File: src/rtl/uart_tx_ctrl_if.sv
// Parallel-side handshake and serial line of the UART TX frame controller.
// master = upstream word source plus parity stage, slave = uart_tx_ctrl.
interface uart_tx_ctrl_if #(
  parameter int WIDTH = 8
);
  logic [WIDTH-1:0] P_data;
  logic             Data_valid;
  logic             PAR_EN;
  logic             Par_bit;
  logic             TX_OUT;
  logic             Busy;

  modport master (
    output P_data, Data_valid, PAR_EN, Par_bit,
    input  TX_OUT, Busy
  );

  modport slave (
    input  P_data, Data_valid, PAR_EN, Par_bit,
    output TX_OUT, Busy
  );
endinterface

File: src/rtl/uart_tx_ctrl.sv
// UART TX frame serializer: start, WIDTH data bits LSB first, optional parity, stop.
// Define UART_TX_TWO_STOP_EN to emit two stop bits instead of one.
module uart_tx_ctrl #(
  parameter int WIDTH        = 8,
  parameter int CLKS_PER_BIT = 1
) (
  input logic          clk,
  input logic          rst,
  uart_tx_ctrl_if.slave bus
);

`ifdef UART_TX_TWO_STOP_EN
  localparam int STOP_CLKS = 2 * CLKS_PER_BIT;
`else
  localparam int STOP_CLKS = CLKS_PER_BIT;
`endif

  localparam int BIT_W  = (WIDTH > 1) ? $clog2(WIDTH) : 1;
  localparam int BAUD_W = (STOP_CLKS > 1) ? $clog2(STOP_CLKS) : 1;

  localparam logic [BIT_W-1:0]  BIT_LAST  = BIT_W'(WIDTH - 1);
  localparam logic [BAUD_W-1:0] BAUD_LAST = BAUD_W'(CLKS_PER_BIT - 1);
  localparam logic [BAUD_W-1:0] STOP_LAST = BAUD_W'(STOP_CLKS - 1);

  typedef enum logic [2:0] {
    IDLE   = 3'd0,
    START  = 3'd1,
    DATA   = 3'd2,
    PARITY = 3'd3,
    STOP   = 3'd4
  } state_t;

  state_t             state_r;
  logic [WIDTH-1:0]   latch_r;
  logic               par_en_r;
  logic [BIT_W-1:0]   bit_r;
  logic [BAUD_W-1:0]  baud_r;
  logic               tx_r;
  logic               busy_r;

  logic [BIT_W-1:0]   bit_nxt_s;
  logic [BAUD_W-1:0]  baud_nxt_s;
  logic               baud_end_s;

  assign bus.TX_OUT = tx_r;
  assign bus.Busy   = busy_r;

  // Counter increments and end-of-bit detect; the stop phase may span two bit times.
  always_comb begin
    bit_nxt_s  = bit_r + BIT_W'(1);
    baud_nxt_s = baud_r + BAUD_W'(1);
    if (state_r == STOP) begin
      baud_end_s = (baud_r == STOP_LAST);
    end else begin
      baud_end_s = (baud_r == BAUD_LAST);
    end
  end

  // Frame FSM; the line value for the next bit is registered on the bit boundary.
  always_ff @(posedge clk or posedge rst) begin
    if (rst) begin
      state_r  <= IDLE;
      latch_r  <= '0;
      par_en_r <= 1'b0;
      bit_r    <= '0;
      baud_r   <= '0;
      tx_r     <= 1'b1;
      busy_r   <= 1'b0;
    end else begin
      case (state_r)
        IDLE: begin
          tx_r   <= 1'b1;
          busy_r <= 1'b0;
          bit_r  <= '0;
          baud_r <= '0;
          if (bus.Data_valid) begin
            latch_r  <= bus.P_data;
            par_en_r <= bus.PAR_EN;
            tx_r     <= 1'b0;
            busy_r   <= 1'b1;
            state_r  <= START;
          end
        end
        START: begin
          if (baud_end_s) begin
            baud_r  <= '0;
            bit_r   <= '0;
            tx_r    <= latch_r[0];
            state_r <= DATA;
          end else begin
            baud_r <= baud_nxt_s;
          end
        end
        DATA: begin
          if (baud_end_s) begin
            baud_r <= '0;
            if (bit_r == BIT_LAST) begin
              bit_r <= '0;
              // Par_bit was registered upstream on the accept edge, so it is stable here.
              if (par_en_r) begin
                tx_r    <= bus.Par_bit;
                state_r <= PARITY;
              end else begin
                tx_r    <= 1'b1;
                state_r <= STOP;
              end
            end else begin
              bit_r <= bit_nxt_s;
              tx_r  <= latch_r[bit_nxt_s];
            end
          end else begin
            baud_r <= baud_nxt_s;
          end
        end
        PARITY: begin
          if (baud_end_s) begin
            baud_r  <= '0;
            tx_r    <= 1'b1;
            state_r <= STOP;
          end else begin
            baud_r <= baud_nxt_s;
          end
        end
        STOP: begin
          tx_r <= 1'b1;
          if (baud_end_s) begin
            baud_r  <= '0;
            busy_r  <= 1'b0;
            state_r <= IDLE;
          end else begin
            baud_r <= baud_nxt_s;
          end
        end
        default: begin
          state_r <= IDLE;
          bit_r   <= '0;
          baud_r  <= '0;
          tx_r    <= 1'b1;
          busy_r  <= 1'b0;
        end
      endcase
    end
  end

endmodule

File: src/flat_wrapper.sv
// flat-port wrapper written by rule: the top's interface ports become plain ports
module uart_tx_ctrl_flat 
#(
  parameter int WIDTH        = 8,
  parameter int CLKS_PER_BIT = 1
)
  (clk, rst, bus_P_data, bus_Data_valid, bus_PAR_EN, bus_Par_bit, bus_TX_OUT, bus_Busy);
  uart_tx_ctrl_if #(.WIDTH(WIDTH)) bus_i ();
  input logic clk;
  input logic rst;
  input wire logic [$bits(bus_i.P_data)-1:0] bus_P_data;
  input wire logic [$bits(bus_i.Data_valid)-1:0] bus_Data_valid;
  input wire logic [$bits(bus_i.PAR_EN)-1:0] bus_PAR_EN;
  input wire logic [$bits(bus_i.Par_bit)-1:0] bus_Par_bit;
  output wire logic [$bits(bus_i.TX_OUT)-1:0] bus_TX_OUT;
  output wire logic [$bits(bus_i.Busy)-1:0] bus_Busy;
  assign bus_i.P_data = bus_P_data;
  assign bus_i.Data_valid = bus_Data_valid;
  assign bus_i.PAR_EN = bus_PAR_EN;
  assign bus_i.Par_bit = bus_Par_bit;
  assign bus_TX_OUT = bus_i.TX_OUT;
  assign bus_Busy = bus_i.Busy;
  uart_tx_ctrl #(.WIDTH(WIDTH), .CLKS_PER_BIT(CLKS_PER_BIT)) u_core (.clk(clk), .rst(rst), .bus(bus_i));
endmodule
File: config.mk
export PLATFORM = sky130hd
export DESIGN_NAME = uart_tx_ctrl_flat
export DESIGN_NICKNAME = d
export VERILOG_FILES = /design/src/rtl/uart_tx_ctrl_if.sv /design/src/rtl/uart_tx_ctrl.sv /design/src/flat_wrapper.sv
export SDC_FILE = /design/constraint.sdc
export NUM_CORES = 1
export LEC_CHECK = 0
export BUFFER_PORTS_ARGS = -buffer_cell sky130_fd_sc_hd__buf_2
export CAP_MARGIN = 15
export CORE_UTILIZATION = 57
export CTS_CLUSTER_DIAMETER = 40
export DETAILED_ROUTE_END_ITERATION = 6
export HOLD_SLACK_MARGIN = 0.12
export PLACE_DENSITY = 0.81
export SLEW_MARGIN = 20
export SYNTH_ARGS = -nofsm -noshare
export SYNTH_HDL_FRONTEND = slang
export SYNTH_SLANG_ARGS = --single-unit
File: constraint.sdc
create_clock -name clk -period 3.9 [get_ports clk]
set_clock_uncertainty 0.15 [all_clocks]
set_input_delay 0.78 -clock clk [delete_from_list [all_inputs] [get_ports clk]]
set_output_delay 0.78 -clock clk [all_outputs]
set_load 0.005 [all_outputs]
==> impl_summary.md <==
Detailed routing
After detailed routing, the number of remaining DRC violations is 0. After detailed routing, the average wire length per cell comes to ~14 um. The average via count per standard cell is ~5.8. For this run, the detailed router's first-pass iteration total came to 4. The antenna violation net count after detailed routing is 0.

The total routed wirelength is 1500 um. The number of design-rule violations left by the first detailed-router iteration is 13. The total vias in the final route is a little over 600.

Global routing
The total routing usage reported by global routing is between 20% and 30%. The number of global-route vias before repair is 579. The initial antenna violation count came to 0.

Entering global routing, the biggest net connects 18 pins. The total congestion overflow after global routing is 0. The first-pass GRT wire length is 2610 um.

Floorplanning
After floorplanning, the core was sized to cover about 1400 um^2. Once the floorplan was initialized, standard cells occupied 63.9% of the core. The vertical extent of the die is about 41 um.

From left edge to right edge, the die measures roughly 40 um. The I/O pin count is 15. The initialized floorplan defines 13 standard-cell rows. The die area is between 1500 and 2000 um^2.

Setup path
The most repeated library cell on the critical path is sky130_fd_sc_hd__ha_1. For this design, the slowest cell found on the critical path is sky130_fd_sc_hd__dfrtp_1. The worst endpoint data arrival time is ~2200 ps. The number of cells on the critical path is 5. The type of element launching the critical path is a register.

The peak fanout along the critical path is 7. The worst register-to-register path has a depth of 5. The buffering stage count on the worst path with inverters included is 0. The signal on the critical path passes through ha_1 -> ha_1 -> mux4_2 -> and4b_1 -> a211o_1. By startpoint and endpoint, the worst setup path is classified as reg2reg. The worst setup path is captured at a register. The critical path required time is between 3000 and 4000 ps.

Among cell families on the critical path, the largest total delay comes from adder cells. The biggest cell delay along the critical path is 500 ps.

CTS
The later-pin clock latency in the skew report is 290 ps. Clock tree synthesis selected as its root buffer the cell sky130_fd_sc_hd__clkbuf_4. Post-CTS repair changed the size of 0 cells. TritonCTS built the clock tree. After clock tree synthesis, the clock-pin slew on the worst setup and hold paths is approximately 100 ps. The clock passes through at most 2 buffers. The CTS buffer count is 3. In this run the number of H-tree levels came out at 1. After clock tree synthesis, the flow added hold-fix buffers numbering 0. Post-CTS timing repair inserted 0 buffers for setup. Clock tree synthesis found a total of 17 sinks.

Power
The switching power share of the total is 34.3%. For this design the ratio of total power to cell area is just over 700 nW/um^2. The part of the total power dissipated in the clock network is 13.9%.

The combinational share of power is between 30% and 40%. The leakage power figure is ~0.43 nW. The worst ir drop on vdd is between 400 and 500 uV. The completed layout was analyzed and its total power is ~0.67 mW. The power spent charging and discharging nets is between 0.2 and 0.25 mW.

The internal power of the cells totals approximately 0.44 mW. The share of total power in sequential cells is 49.5%.

STA
The final worst hold slack is 368 ps. The upper clock frequency limit is about 0.47 GHz. Subtracting the final worst setup slack from the clock period gives around 2100 ps. Dividing the final minimum period by the clock period gives 54.3%. The final setup TNS is 0 ps. The total setup violations reported at the end of the flow is 0. Headroom to the max-slew limit came out at between 50 and 60%. The number of pins with negative max-slew slack in the final report was 0.

The final hold violation count is 0. For the pin with the worst max-slew slack, the measured transition is roughly 640 ps. Setup repair after global routing left no endpoint under its margin.

Final layout
The top cell types in the final layout, fill and taps aside, are 16 x sky130_fd_sc_hd__dfrtp_1, 14 x sky130_fd_sc_hd__buf_2, 9 x sky130_fd_sc_hd__mux2_2. The fraction of final layout cells with drive strength greater than 1 is 32.2%. The most frequent standard cell in the layout excluding fill and tap cells is sky130_fd_sc_hd__dfrtp_1.

The total inserted antenna cells is 0. The growth of design area from synthesis to finish is 10.1%. The layout has around 110 filler cells.

The cell area after layout is 951 um^2. The net count of the finished layout is roughly 110.

Place
The final HPWL from detailed placement is 1170 um. The area after detailed placement is between 900 and 1000 um^2. The congestion estimate from routability-driven global placement came to between 0.7 and 0.8.

Port buffering added 14 buffers.

Yosys
After synthesis the netlist holds a flip-flop and latch count of 17. Summing every instance area after synthesis gives between 800 and 900 um^2. The post-synthesis instance total is between 70 and 80. When the netlist entered floorplanning its net count stood at just over 90. The per-instance average area after synthesis is 11.2 um^2.

The sequential fraction of the synthesis area is slightly below 50%. Multiplexer cells account for between 15 and 20% of the synthesized area. The share of synthesized area in the top cell type comes to a little under half. The share of the synthesized area in compound gates (AO/OA/AOI/OAI) is 11.9%. By area the synthesized netlist is led by sky130_fd_sc_hd__dfrtp_1 46%, sky130_fd_sc_hd__mux2_2 12%, sky130_fd_sc_hd__dfstp_2 3.0%. After synthesis, the largest family of logic cells by area is multiplexers. Summed over all instances, the cell type with the most area after synthesis is sky130_fd_sc_hd__dfrtp_1. The count of synthesis-stage warnings from yosys is 0.

The post-synthesis adder-cell area fraction is 2.90%. Summing the areas of all xor and xnor instances in the mapped netlist gives 0% of the synthesized area. After Yosys synthesis, and, or, nand and nor cells account for around an eighth of the synthesized area. In this run, distinct cell masters in the synthesized netlist total 31.

Flow run
The number of max-cap violations is 0.

Hold path
The cell depth of the worst min-delay path is 1. The type of the tightest min-delay check is reg2reg.

Status
The run finished with clean final reports.
[final cells by class]
class | count | area [um^2] | share of cell area [%]
Clock buffer | 3 | 22.5 | 2.37
Tap cell | 15 | 18.8 | 1.97
Multi-Input combinational cell | 48 | 382 | 40.1
Timing Repair Buffer | 14 | 70.1 | 7.37
Clock inverter | 1 | 5.00 | 0.526
Sequential cell | 17 | 427 | 44.9
Inverter | 7 | 26.3 | 2.76
[sequential cells by signal, summed over array words and instances, names as in the netlist]
name	count
u_core.bit_r	3
u_core.latch_r	8
u_core.bus.TX_OUT	1
u_core.bus.Busy	1
u_core.state_r	3
u_core.par_en_r	1
[final timing paths]
kind	start	to	slack (ps)
worst max-delay path	u_core.bit_r[0]	u_core.bus.TX_OUT	1780
worst min-delay path	u_core.latch_r[7]	u_core.latch_r[7]	370
worst max register to register	u_core.bit_r[0]	u_core.bus.TX_OUT	1780
worst min register to register	u_core.latch_r[7]	u_core.latch_r[7]	370
max in group asynchronous	rst	u_core.state_r[0]	2760
min in group asynchronous	rst	u_core.latch_r[3]	420
[worst reg2reg max path, cell delays in order (launching register included)]
cell	delay, ps
sky130_fd_sc_hd__dfrtp_1	500
sky130_fd_sc_hd__ha_1	250
sky130_fd_sc_hd__ha_1	350
sky130_fd_sc_hd__mux4_2	310
sky130_fd_sc_hd__and4b_1	210
sky130_fd_sc_hd__a211o_1	280
[power by group through the flow]
stage | registers [mW] | clock network, mW | logic, mW
after floorplan | 0.295 | 0 | 0.236
after global placement | 0.333 | 0 | 0.233
after detailed placement | 0.337 | 0 | 0.247
after CTS | 0.333 | 0.0943 | 0.248
after global routing | 0.348 | 0.102 | 0.274
final | 0.333 | 0.0931 | 0.246
[cells in the mapped netlist (all sizes together)]
library cell / instances
ha: 2
a32oi: 1
a21oi: 3
a211o: 1
mux2i: 2
o221ai: 1
o22ai: 3
mux4: 1
a22oi: 1
and4b: 1
dfstp: 1
mux2: 9
o32a: 1
nand2b: 4
nand3: 1
nor3b: 1
nor2b: 3
dfrtp: 16
nor2: 1
o311ai: 1
nand3b: 1
clkbuf: 2
inv: 7
buf: 3
a31oi: 1
o21ai: 2
and2: 1
nand2: 4
and3: 1
nor3: 1
[logic make-up after synthesis]
| family | Yosys count |
|---|---|
| AOI/OAI and AO/OA | 15 |
| adders and majority gates | 2 |
| buffers and inverters | 12 |
| DFF | 17 |
| muxes | 12 |
| and+or+nand+nor | 19 |
[through the flow]
| step | utilization (%) | setup WS, ps | instances |
|---|---|---|---|
| 2_1_floorplan | - | 2050 | 77 |
| 3_3_place_gp | 68.4 | 1810 | 101 |
| 3_5_place_dp | 68.4 | 1780 | 101 |
| 4_1_cts | 70.4 | 1780 | 105 |
| 5_1_grt | 70.4 | 1720 | 105 |
| 6_report | 70.4 | 1780 | 105 |
[per-layer routing]
metal  routed length [um]  global-route usage, %  vias up
met3                   62                   4.89        4
met2                  771                   39.5       16
met4                   21                   10.0        0
met1                  645                   32.3      293
met5                    0                      0        -
li1                     -                      -      299
Power figures use the tool's default switching activity.
